<file path="config.mk">
export PLATFORM = sky130hd
export DESIGN_NAME = adb_mouse_dev
export DESIGN_NICKNAME = d
export VERILOG_FILES = /design/src/rtl/adb_mouse_dev.sv
export SDC_FILE = /design/constraint.sdc
export NUM_CORES = 1
export LEC_CHECK = 0
export BUFFER_PORTS_ARGS = -buffer_cell sky130_fd_sc_hd__clkbuf_2
export CAP_MARGIN = 15
export CORE_MARGIN = 1
export CORE_UTILIZATION = 34
export DETAILED_ROUTE_END_ITERATION = 10
export SLEW_MARGIN = 10
export SYNTH_ARGS = -nofsm -noshare
export SYNTH_HDL_FRONTEND = slang
export SYNTH_SLANG_ARGS = --single-unit
export TNS_END_PERCENT = 30
</file>
<file path="constraint.sdc">
create_clock -name sysclk -period 4.3 [get_ports sysclk]
set_clock_uncertainty 0.2 [all_clocks]
set_input_delay 0.86 -clock sysclk [delete_from_list [all_inputs] [get_ports sysclk]]
set_output_delay 0.86 -clock sysclk [all_outputs]
set_load 0.03 [all_outputs]
</file>
<file path="src/rtl/adb_mouse_dev.sv">
// ADB mouse device: accumulates PS/2 motion and button state, answers decoded
// ADB Talk/Listen/Flush/SendReset commands with 16-bit register words, and
// raises a service request while motion or a button change is unreported.
module adb_mouse_dev #(
    parameter logic [3:0] DEF_ADDR    = 4'h3,
    parameter logic [7:0] DEF_HANDLER = 8'h01,
    parameter int         ACC_W       = 10
) (
    input  logic        sysclk,
    input  logic        reset,
    input  logic        clk_en,
    input  logic        m_strobe,
    input  logic [8:0]  mouseX,
    input  logic [8:0]  mouseY,
    input  logic        button,
    input  logic        cmd_strobe,
    input  logic [7:0]  cmd,
    input  logic [15:0] listen_data,
    output logic        talk_valid,
    output logic [15:0] talk_data,
    input  logic        talk_ack,
    input  logic        talk_abort,
    output logic        talk_nodata,
    output logic        srq
);

    typedef enum logic {S_IDLE, S_TALK} state_t;
    state_t state, state_nx;

    logic [ACC_W-1:0] accx, accy;
    logic [3:0]       addr;
    logic [7:0]       handler;
    logic             srq_en, last_btn;
    logic [6:0]       snap_dx, snap_dy;
    logic             snap_b, talk_r0;

    logic             match, pending, commit;
    logic             do_reset, do_flush, do_talk0, do_talk3, do_talk12, do_listen3;
    logic [ACC_W:0]   mx_e, my_e, dx_e, dy_e, sumx, sumy;
    logic [6:0]       dx_c, dy_c;

    // Listen R3 only looks at the address, srq enable and handler fields.
    logic unused_ok;
    assign unused_ok = &{1'b0, listen_data[15:14], listen_data[12]};

    // Two's-complement saturation of a one-bit-wider sum back to ACC_W.
    function automatic logic [ACC_W-1:0] sat(input logic [ACC_W:0] v);
        if (v[ACC_W] ^ v[ACC_W-1])
            sat = v[ACC_W] ? {1'b1, {(ACC_W-1){1'b0}}} : {1'b0, {(ACC_W-1){1'b1}}};
        else
            sat = v[ACC_W-1:0];
    endfunction

    // Clamp a signed accumulator to the 7-bit ADB delta range -64..63.
    function automatic logic [6:0] clamp7(input logic [ACC_W-1:0] v);
        if (!v[ACC_W-1] && (|v[ACC_W-2:6]))
            clamp7 = 7'h3f;
        else if (v[ACC_W-1] && !(&v[ACC_W-2:6]))
            clamp7 = 7'h40;
        else
            clamp7 = v[6:0];
    endfunction

    // Command decode, pending detection and next accumulator sums.
    always_comb begin
        match      = (cmd[7:4] == addr);
        do_reset   = cmd_strobe && (cmd == 8'h00);
        do_flush   = cmd_strobe && match && (cmd[3:0] == 4'b0001);
        do_talk0   = cmd_strobe && match && (cmd[3:0] == 4'b1100);
        do_talk3   = cmd_strobe && match && (cmd[3:0] == 4'b1111);
        do_talk12  = cmd_strobe && match && (cmd[3:2] == 2'b11) && (cmd[1] ^ cmd[0]);
        do_listen3 = cmd_strobe && match && (cmd[3:0] == 4'b1011);
        pending    = (|accx) || (|accy) || (button != last_btn);
        // A new command while talking is an implicit abort, so it never commits.
        commit     = (state == S_TALK) && talk_r0 && talk_ack && !talk_abort && !cmd_strobe;
        mx_e       = m_strobe ? {{(ACC_W-8){mouseX[8]}}, mouseX} : '0;
        my_e       = m_strobe ? {{(ACC_W-8){mouseY[8]}}, mouseY} : '0;
        dx_e       = commit ? {{(ACC_W-6){snap_dx[6]}}, snap_dx} : '0;
        dy_e       = commit ? {{(ACC_W-6){snap_dy[6]}}, snap_dy} : '0;
        // Y is negated: PS/2 is +up, ADB is +down.
        sumx       = {accx[ACC_W-1], accx} + mx_e - dx_e;
        sumy       = {accy[ACC_W-1], accy} - my_e - dy_e;
        dx_c       = clamp7(accx);
        dy_c       = clamp7(accy);
    end

    // FSM state register.
    always_ff @(posedge sysclk or posedge reset) begin
        if (reset)       state <= S_IDLE;
        else if (clk_en) state <= state_nx;
    end

    // FSM next state: ack/abort/new command end a talk; a talk with data starts one.
    always_comb begin
        state_nx = state;
        if (state == S_TALK && (talk_ack || talk_abort || cmd_strobe))
            state_nx = S_IDLE;
        if ((do_talk0 && pending) || do_talk3)
            state_nx = S_TALK;
    end

    // FSM outputs.
    always_comb begin
        talk_valid = (state == S_TALK);
    end

    // Accumulators, device registers, snapshot and registered status outputs.
    always_ff @(posedge sysclk or posedge reset) begin
        if (reset) begin
            accx        <= '0;
            accy        <= '0;
            addr        <= DEF_ADDR;
            handler     <= DEF_HANDLER;
            srq_en      <= 1'b1;
            last_btn    <= 1'b1;
            snap_dx     <= '0;
            snap_dy     <= '0;
            snap_b      <= 1'b1;
            talk_r0     <= 1'b0;
            talk_data   <= '0;
            talk_nodata <= 1'b0;
            srq         <= 1'b0;
        end else if (clk_en) begin
            talk_nodata <= (do_talk0 && !pending) || do_talk12;
            srq         <= pending && srq_en;
            if (do_reset || do_flush) begin
                accx     <= '0;
                accy     <= '0;
                last_btn <= button;
            end else begin
                if (m_strobe || commit) begin
                    accx <= sat(sumx);
                    accy <= sat(sumy);
                end
                if (commit) last_btn <= snap_b;
            end
            if (do_reset) begin
                addr    <= DEF_ADDR;
                handler <= DEF_HANDLER;
                srq_en  <= 1'b1;
            end else if (do_listen3) begin
                case (listen_data[7:0])
                    8'h00: begin
                        addr   <= listen_data[11:8];
                        srq_en <= listen_data[13];
                    end
                    8'hfe:        addr    <= listen_data[11:8];
                    8'h01, 8'h02: handler <= listen_data[7:0];
                    default: ;
                endcase
            end
            if (do_talk0 && pending) begin
                snap_dx   <= dx_c;
                snap_dy   <= dy_c;
                snap_b    <= button;
                talk_r0   <= 1'b1;
                talk_data <= {button, dy_c, 1'b1, dx_c};
            end else if (do_talk3) begin
                talk_r0   <= 1'b0;
                talk_data <= {2'b01, srq_en, 1'b0, addr, handler};
            end
        end
    end

endmodule
</file>
==> run metrics <==
Via density=5.00; via count=4,219; crit end category=register; Synth Register Bits=69; library cells used by synthesis=54; area added between synthesis and finish=20.4%; RSZ-0062 raised after global routing=no; GPL Wtd Cong=0.863; fillers=1,407; Worst Path Max Fanout=7; Avg Cell Area, Syn=9.06 sq um; Cell Area, Synth=0.00512 sq mm; vias in the first global route=4,404; dpl hpwl=9720 microns; # Post-CTS Setup Buffers=0; DR pass1 iterations=4; die width=125 microns; TritonCTS Sinks=69; ANT cells=0; antenna violations before repair=0; Hold Violations, Final=0; Top FF cell, synth=dfrtp_1; status=completed; CTS tree=built; CORE AREA=0.0146 sq mm; average wire per standard cell=14.7 microns; fraction of registers with async set/reset=1.00; die area=0.0156 sq mm; CP Launch Type=primary input; row count=44; Worst slew margin=0.507; Final period util=0.941; Period minus WS final=4.05 ns; first-pass GRT wire length=21,300 microns; arrival time worst endpoint=4.08 ns; max cap viols=0; H-tree Lvls=3; CTS Buf Count=9; Port Buffers=65; Crit path required time=4.34 ns; Cell Pwr Density=696 mW/mm^2; Clock Tree Root=clkbuf_16; Clock Latency Late Sink=0.34 ns; post-synthesis sequential area ratio=0.339; Net count, final=750; Slew Limit Fails=0; post-synth net total=661; Clk pin slew, worst setup/hold paths=0.06 ns; largest net degree at the start of global routing=54; Total GRT Usage=0.169; crit path kind=primary input to register; Initial Utilization=0.351; Lkg Pwr=3.04 nW; residual DRC count=0; final setup fails=0; Post-Layout Cell Count=843; Synth Warn #=0; VDD IR-drop max=0.266 mV; placed inst area=0.00580 sq mm; hold crit path type=primary input to async pin; Die Y=125 microns; cell area after layout=0.00616 sq mm; FMAX=247 MHz; number of synthesized flops with an enable pin=0; Total Wirelength=12,400 microns; Cells after Synth=565; GRT overflow=0; Top Ports=69; placed cells=826; Slew @ Worst Pin=0.740 ns; maximum clock path buffer count=2; post-route ant nets=0; drt initial violations=175; fraction of final layout cells with drive strength greater than 1=0.226
final cells by class:
type	count	area (sq um)	share of cell area
repair buffers	97	591	0.0959
flip-flops and latches	69	1730	0.281
well taps	184	230	0.0374
inverters	69	259	0.0420
clock inverters	5	85.1	0.0138
multi-input cells	408	3030	0.492
clock buffers	11	233	0.0378
logic make-up (layout without fill, tap and decap cells):
kind of cell    count (synthesis)  in the layout  share of synthesized area
mux                            31             31                     0.0682
buf+inv                        88            182                     0.0748
simple gates                  184            184                      0.177
xor+xnor                       25             25                     0.0428
flops                          69             69                      0.339
compound gates                119            119                      0.151
fa+ha+maj                      49             49                      0.148
layout by cell type, fill, tap and decap left out, types with 14 or more instances in the layout:
cell type  Yosys  final
mux2i_1       15     15
xor2_1        14     14
dfrtp_1       63     63
nand2_1       66     66
buf_4          0     30
nor2_1        37     37
fa_1          20     20
and2_1        31     31
clkbuf_2       0     65
a21oi_1       31     31
ha_1          26     26
inv_1         69     68
registers in the layout (all words and copies together), names as in the netlist, 4 cells and up:
register and cells:
snap_dx 7, addr 4, accx 10, snap_dy 7, accy 10, talk_data 16, handler 8
cells in the mapped netlist (3+ instances only):
master | count | area [sq um]
fa_1 | 20 | 400
mux2_4 | 5 | 75.1
nor2b_1 | 3 | 18.8
or2_2 | 4 | 25.0
nor3_1 | 8 | 40.0
and3_1 | 4 | 25.0
nor4_1 | 6 | 37.5
maj3_1 | 3 | 30.0
nand2_1 | 66 | 248
clkbuf_1 | 10 | 37.5
a31oi_1 | 8 | 50.1
nor2_1 | 37 | 139
a21o_1 | 6 | 45.0
buf_6 | 5 | 56.3
a22o_1 | 5 | 43.8
and2_1 | 31 | 194
inv_1 | 69 | 259
dfrtp_1 | 63 | 1580
dfstp_2 | 6 | 158
a211o_1 | 9 | 78.8
o22ai_1 | 9 | 56.3
o21ai_0 | 11 | 55.1
mux2i_1 | 15 | 150
ha_1 | 26 | 325
or3_1 | 3 | 18.8
o211ai_1 | 6 | 45.0
buf_2 | 3 | 15.0
o221ai_1 | 8 | 70.1
nand4_1 | 3 | 18.8
xnor2_1 | 11 | 96.3
a22oi_1 | 3 | 22.5
nand3_1 | 9 | 45.0
a21oi_1 | 31 | 155
mux2_2 | 11 | 124
xor2_1 | 14 | 123
o21ai_1 | 12 | 60.1
final timing paths:
path | slack, ns | end | cells after the start | startpoint
min reg2reg | 0.28 | talk_data[12] | 2 | talk_data[12]
max in group asynchronous | 2.80 | snap_dx[6] | 4 | reset
min | 0.28 | talk_data[5] | 2 | reset
min in group sysclk | 0.28 | talk_data[12] | 2 | talk_data[12]
max reg2reg | 0.48 | accy[8] | 15 | talk_valid
max | 0.25 | accx[4] | 18 | talk_ack
per-layer routing:
metal,up-vias,track usage,part of all wire,wire length [microns]
met5,-,0,0,0
met2,98,0.264,0.45,5610
li1,2107,-,-,-
met3,16,0.0391,0.051,637
met1,1998,0.230,0.48,6000
met4,0,0.0546,0.013,156
through the flow:
step	total power, mW	TNS, ns	worst slack, ns	hold slack, ns	util
final	4.29	0	0.253	0.277	0.422
after global routing	4.66	0	0.0149	0.297	0.422
after CTS	4.27	0	0.0957	0.289	0.420
after detailed placement	3.43	-2.91	-0.215	0.272	0.398
after global placement	3.37	-2.28	-0.198	0.263	0.398
after floorplan	2.68	0	0.00549	0.249	-
timing repair:
item / 4_1_cts / 5_1_grt
gates resized for setup: 0 / 5
hold buffers: 0 / 0
endpoints found under the setup margin: 0 / 17
worst max-delay path: stages:
cell and delay [ns]:
clkbuf_2 0.09, nand3_1 0.08, nor3_2 0.14, buf_4 0.18, and2_1 0.19, ha_1 0.25, inv_1 0.06, ha_1 0.15
inv_1 0.06, fa_1 0.46, nor2b_2 0.16, o211ai_1 0.12, a31oi_2 0.24, o221ai_1 0.17, xnor2_1 0.15, buf_4 0.15
or2_2 0.34, o221ai_1 0.24
report_power, final:
group,switching (mW),total [mW],internal (mW)
logic,1.40,2.54,1.14
registers,0.186,0.953,0.767
clock network,0.288,0.798,0.510
No activity file was read; power rests on OpenSTA's default activity.
